$ cat src/rtl/half_adder.sv
// rtl/half_adder.sv - one-bit half adder used by the serial adder cell
// Ports: a, b  - input bits
//        s     - sum (a ^ b)
//        c     - carry (a & b)
module half_adder (
  input  logic a,
  input  logic b,
  output logic s,
  output logic c
);

  assign s = a ^ b;
  assign c = a & b;

endmodule

$ cat src/rtl/serial_add_ctrl.sv
// rtl/serial_add_ctrl.sv - bit-serial add/subtract sequencer over one 1-bit adder cell
// Ports: CLK   - rising-edge clock
//        RST   - asynchronous active-high reset
//        START - request, sampled only while idle
//        SUB   - 0: A+B, 1: A-B (sampled with START)
//        A, B  - operands (sampled with START)
//        BUSY  - operation in progress
//        DONE  - one-cycle pulse, Y/CO valid
//        Y     - sum/difference
//        CO    - carry-out of MSB (for subtract: 1 = no borrow)
//        OV    - signed overflow, present only when SERIAL_ADD_OVERFLOW_EN is defined
module serial_add_ctrl #(
  parameter int WIDTH = 32
) (
  input  logic             CLK,
  input  logic             RST,
  input  logic             START,
  input  logic             SUB,
  input  logic [WIDTH-1:0] A,
  input  logic [WIDTH-1:0] B,
  output logic             BUSY,
  output logic             DONE,
  output logic [WIDTH-1:0] Y,
  output logic             CO
`ifdef SERIAL_ADD_OVERFLOW_EN
  ,
  output logic             OV
`endif
);

  localparam int CW = $clog2(WIDTH);
  localparam logic [CW-1:0] LAST_BIT = CW'(WIDTH - 1);

  localparam logic [1:0] IDLE = 2'd0;
  localparam logic [1:0] RUN  = 2'd1;
  localparam logic [1:0] FIN  = 2'd2;

  logic [1:0]       state;
  logic [CW-1:0]    cnt;
  logic [WIDTH-1:0] sa;
  logic [WIDTH-1:0] sb;
  logic             carry;

  logic s_lo, c_lo, sum_bit, c_hi, carry_next;

  // Full-adder cell built from two half adders; OR merges their carries.
  half_adder u_ha_lo (.a(sa[0]), .b(sb[0]), .s(s_lo),    .c(c_lo));
  half_adder u_ha_hi (.a(s_lo),  .b(carry), .s(sum_bit), .c(c_hi));
  assign carry_next = c_lo | c_hi;

  always_ff @(posedge CLK or posedge RST) begin
    if (RST) begin
      state <= IDLE;
      cnt   <= '0;
      sa    <= '0;
      sb    <= '0;
      carry <= 1'b0;
      Y     <= '0;
      CO    <= 1'b0;
`ifdef SERIAL_ADD_OVERFLOW_EN
      OV    <= 1'b0;
`endif
    end else begin
      case (state)
        IDLE: begin
          if (START) begin
            sa    <= A;
            // Subtract as A + ~B + 1: invert B here, the +1 enters as carry-in.
            sb    <= B ^ {WIDTH{SUB}};
            carry <= SUB;
            cnt   <= '0;
            state <= RUN;
          end
        end
        RUN: begin
          sa    <= sa >> 1;
          sb    <= sb >> 1;
          Y     <= {sum_bit, Y[WIDTH-1:1]};
          carry <= carry_next;
          if (cnt == LAST_BIT) begin
            CO    <= carry_next;
`ifdef SERIAL_ADD_OVERFLOW_EN
            // carry holds the carry into the MSB during the last step.
            OV    <= carry ^ carry_next;
`endif
            state <= FIN;
          end else begin
            // Held at WIDTH-1 on the last step so the counter never wraps.
            cnt <= cnt + 1'b1;
          end
        end
        FIN:     state <= IDLE;
        default: state <= IDLE;
      endcase
    end
  end

  assign BUSY = (state != IDLE);
  assign DONE = (state == FIN);

endmodule

$ cat config.mk
export PLATFORM = sky130hd
export DESIGN_NAME = serial_add_ctrl
export DESIGN_NICKNAME = d
export VERILOG_FILES = /design/src/rtl/half_adder.sv /design/src/rtl/serial_add_ctrl.sv
export SDC_FILE = /design/constraint.sdc
export NUM_CORES = 1
export LEC_CHECK = 0
export CORE_MARGIN = 5
export CORE_UTILIZATION = 48
export DETAILED_ROUTE_END_ITERATION = 8
export PLACE_DENSITY = 0.74
export SLEW_MARGIN = 20
export SYNTH_ARGS = -nofsm -noshare
export SYNTH_HDL_FRONTEND = slang
export SYNTH_SLANG_ARGS = --single-unit
export TNS_END_PERCENT = 30
$ cat constraint.sdc
create_clock -name CLK -period 3.3 [get_ports CLK]
set_input_delay 0.33 -clock CLK [delete_from_list [all_inputs] [get_ports CLK]]
set_output_delay 0.33 -clock CLK [all_outputs]
set_load 0.1 [all_outputs]
Word level (Yosys, flattened, before mapping)
Cells that the tools add are included.

word-level totals
  bits in read-only memories = 0
  flip-flop bits (word level) = 105
  output and inout port bits = 35
  bits in writable memories = 0
  memories kept = 0
  bits in latches = 0

cells by class
  eq/ne operators = 6
  reduce and logical (&&, ||, !) cells = 7
  multiplexer cells = 12
  multipliers = 0
  $lt $le $gt $ge = 0
  bitwise gates (word level) = 6
  shift operators = 0
  divide/modulo/power cells = 0
  add/subtract/negate cells = 1

operators by type and width
  cell                                                             number
  32-bit one-hot mux with 2 select lines                           2
  32-bit 2-to-1 mux                                                2
  32-bit XOR                                                       1
  5-bit 2-to-1 mux                                                 2
  5-bit one-hot mux with 2 select lines                            1
  2-bit != test, second input constant                             3
  2-bit AND reduction                                              3
  5-bit by 1-bit adder with 5-bit output, second input constant    1
  5-bit == test, second input constant                             1
  2-bit 2-to-1 mux                                                 2
  2-bit one-hot mux with 2 select lines                            1
  2-bit nonzero test                                               2
  3-bit AND reduction                                              1
  1-bit bitwise AND                                                2
  2-bit by 1-bit == test with 1-bit output, second input constant  1
  2-bit == test, second input constant                             1
  2-bit zero test                                                  1
  1-bit one-hot mux with 2 select lines                            1
  1-bit XOR                                                        2
  1-bit 2-to-1 mux                                                 1
  1-bit OR                                                         1

Longest topological paths before layout
  depth after elaboration = 4
  gate-level depth with buffers = 7
  gate-level depth less buffers = 6

By module
From an unflattened synthesis, not the netlist that was laid out.

second synthesis, totals
  cells, all modules = 505
  area total of the unflattened synthesis = 4939.7 sq um

by module, submodules not included
  module           instances  area an instance (sq um)  cells an instance
  serial_add_ctrl  1          4914.7                    503
  half_adder       2          12.5                      1

Worst setup path after synthesis
No wires, ideal clock.

  kind = flip-flop to output port
  start point = reg state[0]
  end point = out DONE
  data arrival time = 2.184 ns
  slack = 0.786 ns
  stages on the path, launching flop included = 5
  path buffers = 3
  data required time = 2.970 ns
  cells stage by stage = dfrtp_1 -> buf_4 -> buf_2 -> clkbuf_1 -> nor2b_1

between the ends
  word-level cells in the longest chain between the ends = 1

RTL lines
  what                    line                   source
  from (decl)             serial_add_ctrl.sv:38  logic [1:0] state;
  from (signal assigned)  serial_add_ctrl.sv:53  state <= IDLE;
  from (signal assigned)  serial_add_ctrl.sv:72  state <= RUN;
  from (signal assigned)  serial_add_ctrl.sv:86  state <= FIN;
  2-bit == test           serial_add_ctrl.sv:99  assign DONE = (state == FIN);
  to (decl)               serial_add_ctrl.sv:22  output logic DONE,

No other way between the ends.

Final worst setup path
  start point = reg state[1]
  end point = out DONE

The elaborated chain is that of the path after synthesis.

==> metrics.txt <==
post-synthesis mux area share=14.21%; layout cell share with drive strength beyond 1=11.85%; Hold WC Path Type=in -> async; reg-to-reg critical path startpoint=state[0]; commonest non-fill, non-tap cell in the layout=dfrtp_1; Max IR drop VDD=665.8 uV; # setup viols final=0; Synth Area in XOR/XNOR=5.755%; CTS tree=done; most frequent cells in the layout=105 x dfrtp_1, 99 x clkdlybuf4s50_1, 96 x nand2_1, 33 x mux2_2; Num CTS Buffers=9; adder-cell share of the synthesized area=0.9250%; Core Region=0.009819 mm^2; 1st-pass router iterations=4; Worst EP required=2970 ps; RD Place Congestion=0.7816; Worst setup SP type=register; post-synth cell types=33; post_cts resized=0; status=complete, no violations; antenna violations before repair=0; number of global-route vias before repair=3435; CP max-delay cell=dfrtp_1; Antenna Cells=0; largest net degree at the start of global routing=69; main combinational cell family by area after synthesis=multiplexers; Compound-Gate Fraction of Synth Area=11.07%; post-synthesis simple-gate area fraction=9.661%; relative slew slack=32.19%; PD cells=1092 mW/mm^2; CP cell instances=buf_4 > nor2b_1 > buf_4; critical path arrival=1970 ps; Critical Setup Path Class=reg -> out; slowest stage delay, CP=770 ps; Bufs on Longest Clock Path=2; Hold WS=444.5 ps; WL final=10.22 mm; Syn Std Cell Area=0.004870 mm^2; mean routed wirelength per cell=15.59 um; reg2reg setup slack=1200 ps; Clock Skew=13.98 ps; fmax=434.6 MHz; Critical Path Fanout Max=25; Final ANT Viol Nets=0; first-pass GRT wire length=17.15 mm; Leak=2.702 nW; I/O Buffers=102; routed vias=3447; clock transition at the registers of the reported paths=90 ps; IO Pins=103; post-detail-place hpwl=6.985 mm; DR iter-0 viols=215; final worst-path cycle share=69.73%; GRT Total Usage=16.51%; total gr overflow=0; fin nets=590; die height=110.7 um; Worst Max-Slew Pin Slew=1014 ps; CTS H-tree depth=3; Seq/Total Area, Yosys=53.96%; Mapped Avg Cell Area=11.25 um^2; Yosys reg bits=105; minimum clock period=2301 ps; Reg2Reg Capture Point=CO; Initial Util=49.59%; vias per cell=5.255; postcts setup bufs=0; critical path's top delay family=flip-flops; Worst setup EP type=primary output; setup TNS=0 ps; most used cell along the critical path=buf_4; Warnings, synthesis=0; RSZ-0062 raised after global routing=no; Synth Net Count=504; final hold violations=0; DR DRC count=0; Post-CTS Hold Buffers=0; Clock Latency Late Sink=350 ps; Buf+Inv Stages, Crit Path=2; Root Buffer Master=clkbuf_8; Die Footprint=0.01226 mm^2; Syn-to-layout area delta=26.36%; Reg2Reg Depth=4; fin. max-slew vios=0; clock sink total=105; Die Wd=110.7 um; Max Cap Viol=0; Mapped Cells=433; # rows=36
-- through the flow --
stage          power (W)  area (um^2)  worst slack (ps)  instances  utilization, %
2_1_floorplan   0.005068         4870             209.5        433               -
4_1_cts         0.006779         6151              1018        656           62.64
3_5_place_dp    0.005858         5918             824.0        641           60.27
6_report        0.006719         6153             998.9        656           62.67
3_3_place_gp    0.005736         5918             983.4        641           60.27
5_1_grt         0.007076         6153             912.3        656           62.67
-- flip-flops by register name (all words and copies together) (netlist names) --
signal,flops
CO,1
Y,32
carry,1
cnt,5
sa,32
sb,32
state,2
-- cell usage after synthesis --
cell type  instances  area (um^2)
a21oi_1            3        15.01
a221oi_1           1        8.760
a22o_1             4        35.03
a22oi_1            2        15.01
and2_1             1        6.260
and3_1             1        6.260
buf_1              2        7.510
buf_2             16        80.08
buf_4              2        15.01
buf_6              2        22.52
buf_8              3        45.04
clkbuf_1           9        33.78
dfrtp_1          105         2628
fa_1               1        20.02
ha_1               2        25.02
inv_1              3        11.26
mux2_2            33        371.6
mux2i_1           32        320.3
nand2_1           96        360.4
nand2b_1           5        31.28
nand3_1            1        5.000
nand4b_1           1        8.760
nor2_1             2        7.510
nor2b_1            4        25.02
nor2b_4            1        13.76
o211ai_1           2        15.01
o21ai_0            5        25.02
o21ai_1           29        145.1
o21bai_2           1        11.26
o221ai_1          30        262.8
o22ai_1            1        6.260
or2_2              1        6.260
xnor2_1           32        280.3
-- logic make-up after synthesis --
kind of cell / Yosys count
buffers and inverters: 37
adders and majority gates: 3
muxes: 65
xor gates and xnor gates: 32
AOI/OAI and AO/OA: 78
DFF: 105
and+or+nand+nor: 113
-- metal layers --
layer | global-route usage [%] | vias up | routed length [um]
met5 | 0 | - | 0
met1 | 23.51 | 1682 | 4842
met4 | 3.941 | 0 | 56
met3 | 3.221 | 5 | 446
met2 | 26.17 | 88 | 4878
li1 | - | 1672 | -
-- cell type report --
| type | instances | area (um^2) |
|---|---|---|
| clock inverter | 5 | 105.1 |
| fill | 847 | 3666 |
| timing repair buffer | 109 | 1076 |
| tap | 133 | 166.4 |
| multi-input combinational | 291 | 2037 |
| inverter | 3 | 13.76 |
| clock buffer | 10 | 127.6 |
| sequential | 105 | 2628 |
-- worst reg2reg max path, stage by stage (launching register included) --
cell and delay, ps:
dfrtp_1 720, nor2b_4 260, buf_4 460, and2_1 230, mux2_2 330
-- worst max-delay path by stage --
stage | start | to | cells after the start
6_report | state[1] | DONE | 3
5_1_grt | state[1] | DONE | 3
4_1_cts | state[1] | DONE | 3
3_5_place_dp | START | sb[30] | 4
3_3_place_gp | START | sb[12] | 4
2_1_floorplan | RST | CO | 1
-- where the power goes --
| group | leakage, nW | switching [W] | internal (W) |
|---|---|---|---|
| sequential | 1.31 | 0.000365 | 0.00187 |
| combinational | 1.28 | 0.00237 | 0.00120 |
| clock | 0.109 | 0.000419 | 0.000501 |
| total | 2.70 | 0.00315 | 0.00357 |
Power figures use the tool's default switching activity.
